`src/rtl/msrv32_pkg.sv`:
```
// Shared msrv32 core constants: register width, register addressing and the x0 address.
// Imported by the register file, the write-enable generator and the decoder.
package msrv32_pkg;

  localparam int XLEN       = 32;
  localparam int REG_ADDR_W = 5;
  localparam int NUM_REGS   = 32;
  localparam int X0_ADDR    = 0;

endpackage

```
`src/rtl/msrv32_rf_read_port.sv`:
```
// One register-file read port: reset/x0/bypass/array select, fully combinational (0 cycles).
// No flow control; the write-back bypass puts wr_data on data within the same cycle.
module msrv32_rf_read_port
  import msrv32_pkg::*;
#(
  parameter int XLEN       = msrv32_pkg::XLEN,
  parameter int REG_ADDR_W = msrv32_pkg::REG_ADDR_W,
  localparam int DEPTH     = 2 ** REG_ADDR_W
) (
  input  logic                        rst,
  input  logic [REG_ADDR_W-1:0]       addr,
  input  logic [REG_ADDR_W-1:0]       wr_addr,
  input  logic [XLEN-1:0]             wr_data,
  input  logic                        wr_en,
  input  logic [DEPTH-1:0][XLEN-1:0]  regs,
  output logic [XLEN-1:0]             data
);

  logic is_x0;
  logic hit;

  assign is_x0 = (addr == REG_ADDR_W'(X0_ADDR));
  assign hit   = wr_en && (wr_addr == addr);

  // x0 outranks the bypass so a write attempted to x0 can never leak through.
  always_comb begin
    data = regs[addr];
    if (rst) begin
      data = '0;
    end else if (is_x0) begin
      data = '0;
    end else if (hit) begin
      data = wr_data;
    end
  end

endmodule

```
`src/rtl/msrv32_integer_file.sv`:
```
// msrv32 integer register file x0-x31: two combinational read ports with write-through bypass.
// Writes commit on the rising edge; no backpressure, wr_en_in is already flush-gated upstream.
module msrv32_integer_file
  import msrv32_pkg::*;
#(
  parameter int XLEN       = msrv32_pkg::XLEN,
  parameter int REG_ADDR_W = msrv32_pkg::REG_ADDR_W
) (
  input  logic                  clk_in,
  input  logic                  rst_in,
  input  logic [REG_ADDR_W-1:0] rs_1_addr_in,
  input  logic [REG_ADDR_W-1:0] rs_2_addr_in,
  input  logic [REG_ADDR_W-1:0] rd_addr_in,
  input  logic [XLEN-1:0]       rd_in,
  input  logic                  wr_en_in,
  output logic [XLEN-1:0]       rs_1_out,
  output logic [XLEN-1:0]       rs_2_out
);

  localparam int DEPTH = 2 ** REG_ADDR_W;

  // x0 has no storage; entry 0 of the read view is tied to zero.
  logic [XLEN-1:0]            storage [DEPTH-1:1];
  logic [DEPTH-1:0][XLEN-1:0] reg_view;
  logic                       wr_commit;

  assign wr_commit = wr_en_in && (rd_addr_in != REG_ADDR_W'(X0_ADDR));

  always_ff @(posedge clk_in) begin
    if (rst_in) begin
      for (int i = 1; i < DEPTH; i++) begin
        storage[i] <= '0;
      end
    end else if (wr_commit) begin
      storage[rd_addr_in] <= rd_in;
    end
  end

  always_comb begin
    reg_view[0] = '0;
    for (int i = 1; i < DEPTH; i++) begin
      reg_view[i] = storage[i];
    end
  end

  msrv32_rf_read_port #(
    .XLEN       (XLEN),
    .REG_ADDR_W (REG_ADDR_W)
  ) u_read_port_1 (
    .rst     (rst_in),
    .addr    (rs_1_addr_in),
    .wr_addr (rd_addr_in),
    .wr_data (rd_in),
    .wr_en   (wr_en_in),
    .regs    (reg_view),
    .data    (rs_1_out)
  );

  msrv32_rf_read_port #(
    .XLEN       (XLEN),
    .REG_ADDR_W (REG_ADDR_W)
  ) u_read_port_2 (
    .rst     (rst_in),
    .addr    (rs_2_addr_in),
    .wr_addr (rd_addr_in),
    .wr_data (rd_in),
    .wr_en   (wr_en_in),
    .regs    (reg_view),
    .data    (rs_2_out)
  );

endmodule
```
`config.mk`:
```
export PLATFORM = sky130hd
export DESIGN_NAME = msrv32_integer_file
export DESIGN_NICKNAME = d
export VERILOG_FILES = /design/src/rtl/msrv32_pkg.sv /design/src/rtl/msrv32_rf_read_port.sv /design/src/rtl/msrv32_integer_file.sv
export SDC_FILE = /design/constraint.sdc
export NUM_CORES = 2
export LEC_CHECK = 0
export BUFFER_PORTS_ARGS = -buffer_cell sky130_fd_sc_hd__buf_2
export CELL_PAD_IN_SITES_DETAIL_PLACEMENT = 0
export CELL_PAD_IN_SITES_GLOBAL_PLACEMENT = 1
export CORE_MARGIN = 5
export CORE_UTILIZATION = 35
export DETAILED_ROUTE_END_ITERATION = 10
export GPL_ROUTABILITY_DRIVEN = 0
export GPL_TIMING_DRIVEN = 0
export HOLD_SLACK_MARGIN = 0.12
export PLACE_DENSITY = 0.64
export SKIP_CTS_REPAIR_TIMING = 1
export SYNTH_ARGS = -nofsm -noshare
export SYNTH_HDL_FRONTEND = slang
export SYNTH_SLANG_ARGS = --single-unit
```
`constraint.sdc`:
```
create_clock -name clk_in -period 2.3 [get_ports clk_in]
set_input_delay 0.115 -clock clk_in [delete_from_list [all_inputs] [get_ports clk_in]]
set_output_delay 0.115 -clock clk_in [all_outputs]
set_load 0.005 [all_outputs]
```
Word level (Yosys, flattened, before mapping)
Memories as Yosys holds them, arrays and structs flattened.
Index checks and enable logic that the tools add are counted.
{"block": "totals", "regBits": 0, "latchBits": 0, "ram_bits": 992, "rom_bits": 0, "word_cells": 30, "memories": 1}
{"block": "op_classes", "addsub": 0, "multipliers": 0, "n_div": 0, "magnitude_cmp": 2, "n_eq_ne": 2, "shift": 0, "mux": 18, "bitwise_logic": 0, "reduce_logical": 7}
{"name": "storage", "words": 31, "width": 32, "rd": 31, "rd_clocked_by_memory_dff": 0, "write_ports": 31, "line": "msrv32_integer_file.sv:23", "text": "logic [XLEN-1:0] storage [DEPTH-1:1];"}
{"cell": "$bmux W32 S5", "count": 2}
{"cell": "$mux W32", "count": 9}
{"cell": "$reduce_or A32 Y1", "count": 1}
{"cell": "$lt A5 B6 Y1 const B", "count": 2}
{"cell": "$eq A5 B5 Y1", "count": 2}
{"cell": "$logic_not A5 Y1", "count": 2}
{"cell": "$mux W1", "count": 6}
{"cell": "$mux W5", "count": 1}
{"cell": "$reduce_bool A5 Y1", "count": 1}
{"cell": "$logic_and A1 B1 Y1", "count": 3}

Longest topological paths before layout
{"block": "logic_depth", "depth_word": 7, "depth_mapped": 10, "depth_no_buf": 5}

Cells and area by module
A second synthesis with hierarchy kept.
{"block": "unflattened", "cells_unflattened": 4050, "hier_area_um2": 55099.1}
{"mod": "msrv32_integer_file", "n_inst": 1, "cells_per_inst": 2386, "area_each_um2": 37444.7, "seq_area_each_um2": 29788.6}
{"mod": "msrv32_rf_read_port", "n_inst": 2, "cells_per_inst": 832, "area_each_um2": 8827.2, "seq_area_each_um2": 0.0}

Worst setup path before layout
OpenSTA, ideal clock, no wires.
{"block": "synth_path", "path_type": "in2reg", "from": "in rd_addr_in[2]", "to": "mem storage[16][0] (enable)", "t_arrival_ns": 1.624, "path_slack_ns": 0.347, "stages": 6, "path_buffers": 2, "cell_sequence": "buf_2 or3_1 nand4bb_1 clkbuf_1 nor2_1 or2_2"}
{"item": "start, declared", "line": "msrv32_integer_file.sv:13", "text": "input logic [REG_ADDR_W-1:0] rd_addr_in,"}
{"item": "end, declared", "line": "msrv32_integer_file.sv:23"}

Worst setup path in the final report
{"block": "layout_path", "from": "in rs_2_addr_in[1]", "to": "out rs_2_out[18]"}
{"block": "layout_via", "elab_chain_cells": 5, "elab_cells_between_ends": 8}
{"item": "start, declared", "line": "msrv32_integer_file.sv:12", "text": "input logic [REG_ADDR_W-1:0] rs_2_addr_in,"}
{"item": "$bmux W32 S5 or $eq A5 B5 Y1 (tied branches)", "line": "msrv32_rf_read_port.sv:27, msrv32_rf_read_port.sv:23"}
{"item": "$mux W32 (implied by the code) or $logic_and A1 B1 Y1 (tied branches)", "line": "msrv32_rf_read_port.sv:27, msrv32_rf_read_port.sv:23"}
{"item": "$mux W32", "line": "msrv32_rf_read_port.sv:32", "text": "end else if (hit) begin"}
{"item": "$mux W32 *", "line": "msrv32_rf_read_port.sv:30", "text": "end else if (is_x0) begin"}
{"item": "$mux W32 *", "line": "msrv32_rf_read_port.sv:28", "text": "if (rst) begin"}
{"item": "end, declared", "line": "msrv32_integer_file.sv:17", "text": "output logic [XLEN-1:0] rs_2_out"}
Mark *: on every way between the ends. The rest lies on a longest branch, timed or not. The select of a mux whose other input is x is not followed.

==> results.sh <==
export IMPL_status="complete, but fails checks"
export IMPL_violations="capacitance limit, slew limit, setup timing"
export IMPL_largestRegisters="storage: 992 flops"
export IMPL_synth_flop_cell="edfxtp_1"
export IMPL_die_w_um=402
export IMPL_slew_limit_headroom_pct=-1.16
export IMPL_maxCapViolCount=1
export IMPL_yosys_area_top_type_share_pct=55.4
export IMPL_final_hold_violation_count=0
export IMPL_antenna_left=0
export IMPL_grt_max_degree=33
export IMPL_final_area_mm2=0.0636
export IMPL_setup_viol=809
export IMPL_grt_pass1_vias=37224
export IMPL_syn_inst=3669
export IMPL_dp_hpwl_mm=185
export IMPL_htreeDepth=3
export IMPL_yosysWarnings=0
export IMPL_area_growth_pct=18.3
export IMPL_dpl_instance_area_mm2=0.0569
export IMPL_synth_seq_cells=992
export IMPL_cp_start_kind="input pin"
export IMPL_cpMaxStageDelayCell="mux4_2"
export IMPL_min_period_ns=3.09
export IMPL_largest_reg_flops=992
export IMPL_async_flop_share_pct=0
export IMPL_drc_errors=0
export IMPL_syn_nets=3719
export IMPL_critPathMaxStageDelay_ns=0.58
export IMPL_drive_gt1_share_pct=32.9
export IMPL_ir_drop_v=0.000688
export IMPL_hold_class="in -> reg"
export IMPL_path_cells="buf_4 > buf_2 > clkbuf_4 > mux4_2 > mux4_2 > a22oi_1 > o21ai_4 > buf_2"
export IMPL_grt_overflow=0
export IMPL_dieArea_mm2=0.162
export IMPL_layout_setup_ws_ns=-0.791
export IMPL_synth_most_common_cell="and2_1"
export IMPL_fin_crit_sh_pct=134
export IMPL_clk_pin_slew_ns=0.06
export IMPL_setup_tns_ns=-103.85
export IMPL_ys_seq_area_share_pct=55.4
export IMPL_wl_per_cell_um=43.5
export IMPL_report_final_slew_viol_count=10
export IMPL_totalWireLength_mm=265
export IMPL_drt_initial_drc_count=6759
export IMPL_design_core_area_mm2=0.152
export IMPL_grt_first_pass_wirelength_mm=339
export IMPL_cp_required_ns=2.18
export IMPL_tightest_slew_ns=1.52
export IMPL_final_cells=6083
export IMPL_p_leak_nw=21.4
export IMPL_rsz0062_at_grt="true"
export IMPL_rows=143
export IMPL_cts_sinks=992
export IMPL_antenna_found_initial=17
export IMPL_synth_area_top_cells="edfxtp_1, mux4_2, and2_1, mux2_2, clkbuf_1"
export IMPL_cts_buffers=115
export IMPL_synth_top_cells_by_count="and2_1, edfxtp_1, mux4_2"
export IMPL_cp_arrival_ns=2.98
export IMPL_synth_area_mm2=0.0538
export IMPL_synth_distinct_cells=57
export IMPL_crit_type="in -> out"
export IMPL_avgSynthCellArea_um2=14.7
export IMPL_fmax_mhz=323
export IMPL_fin_util_pct=41.8
export IMPL_tritoncts="yes"
export IMPL_start_util_pct=35.3
export IMPL_crit_fanout=10
export IMPL_portBuffers=99
export IMPL_ios=114
export IMPL_regMostFlops="storage"
export IMPL_place_inst=5801
export IMPL_clk_path_buf_depth=3
export IMPL_via_per_inst=6.51
export IMPL_cts_root_buf="clkbuf_16"
export IMPL_endpoint_kind="primary output"
export IMPL_die_h_um=402
export IMPL_dr_pass1_iters=8
export IMPL_synth_top_area_cell="edfxtp_1"
export IMPL_p_per_area_mw_per_mm2=738
export IMPL_synth_edff_count=992
export IMPL_num_vias=39603
export IMPL_nNetsFinal=4005
export IMPL_p_total_mw=47.0
export IMPL_grtUsageTotal_pct=31.3
## routing by layer
metal	routed length, µm	GRT usage [%]	vias up
met5	11	0	-
met4	22100	20.8	2
met3	35600	10.3	781
met2	113000	45.9	3407
met1	94000	39.4	20632
li1	-	-	14781
## power breakdown
group | total (mW) | switching (mW) | internal, mW
clock network | 18.1 | 8.10 | 10.0
registers | 21.4 | 0.504 | 20.9
logic | 7.49 | 4.84 | 2.66
total | 47.0 | 13.4 | 33.5
## cell usage in the layout, fill, tap and decap left out, types with 32 or more instances in the layout
cell type      netlist  final
clkbuf_2             0     37
nor2_1              92     57
a22oi_2              0     45
mux2i_1             69     50
buf_4               21     36
edfxtp_1           992    992
mux4_2             440    440
clkbuf_4             0     34
buf_2               72    127
and2_1             998    997
mux2_2              98     87
buf_6               12     45
dlygate4sd3_1        0     32
a22oi_1             83     38
a221oi_1            57     51
clkbuf_16            0    116
clkbuf_1           273    234
## stage by stage
step,hold WS [ns],setup WS [ns]
2_1_floorplan,0.313,0.347
3_3_place_gp,0.504,-2.54
3_5_place_dp,0.505,-2.19
4_1_cts,-0.306,-2.20
5_1_grt,0.255,-0.749
6_report,0.266,-0.791
## path summary, 6_finish.rpt
| kind | startpoint | to | slack (ns) | depth (start not counted) |
|---|---|---|---|---|
| worst max-delay path | rs_2_addr_in[1] | rs_2_out[18] | -0.79 | 8 |
| worst min-delay path | rd_in[8] | storage[4][8] | 0.27 | 3 |
## kinds of logic after synthesis
| group | count (synthesis) | synth area share, % |
|---|---|---|
| AOI/OAI and AO/OA | 376 | 5.12 |
| xor gates and xnor gates | 10 | 0.163 |
| buffers and inverters | 400 | 3.29 |
| DFF | 992 | 55.4 |
| muxes | 607 | 21.8 |
| and+or+nand+nor | 1284 | 14.3 |
## critical path: cells and delay by family
family                 cells  cell delay, ns
AOI/OAI and AO/OA          2            0.45
muxes                      2            1.01
buffers and inverters      4            1.34
## area by class of cell
class	count	area, µm²
Fill cell	14004	88800
Sequential cell	992	29800
Multi-Input combinational cell	2295	24300
Clock buffer	145	3010
Tap cell	2030	2540
Buffer	394	2450
Timing Repair Buffer	155	1030
Clock inverter	60	533
Antenna cell	10	25.0
Inverter	2	11.3
No activity file was read; power rests on OpenSTA's default activity.
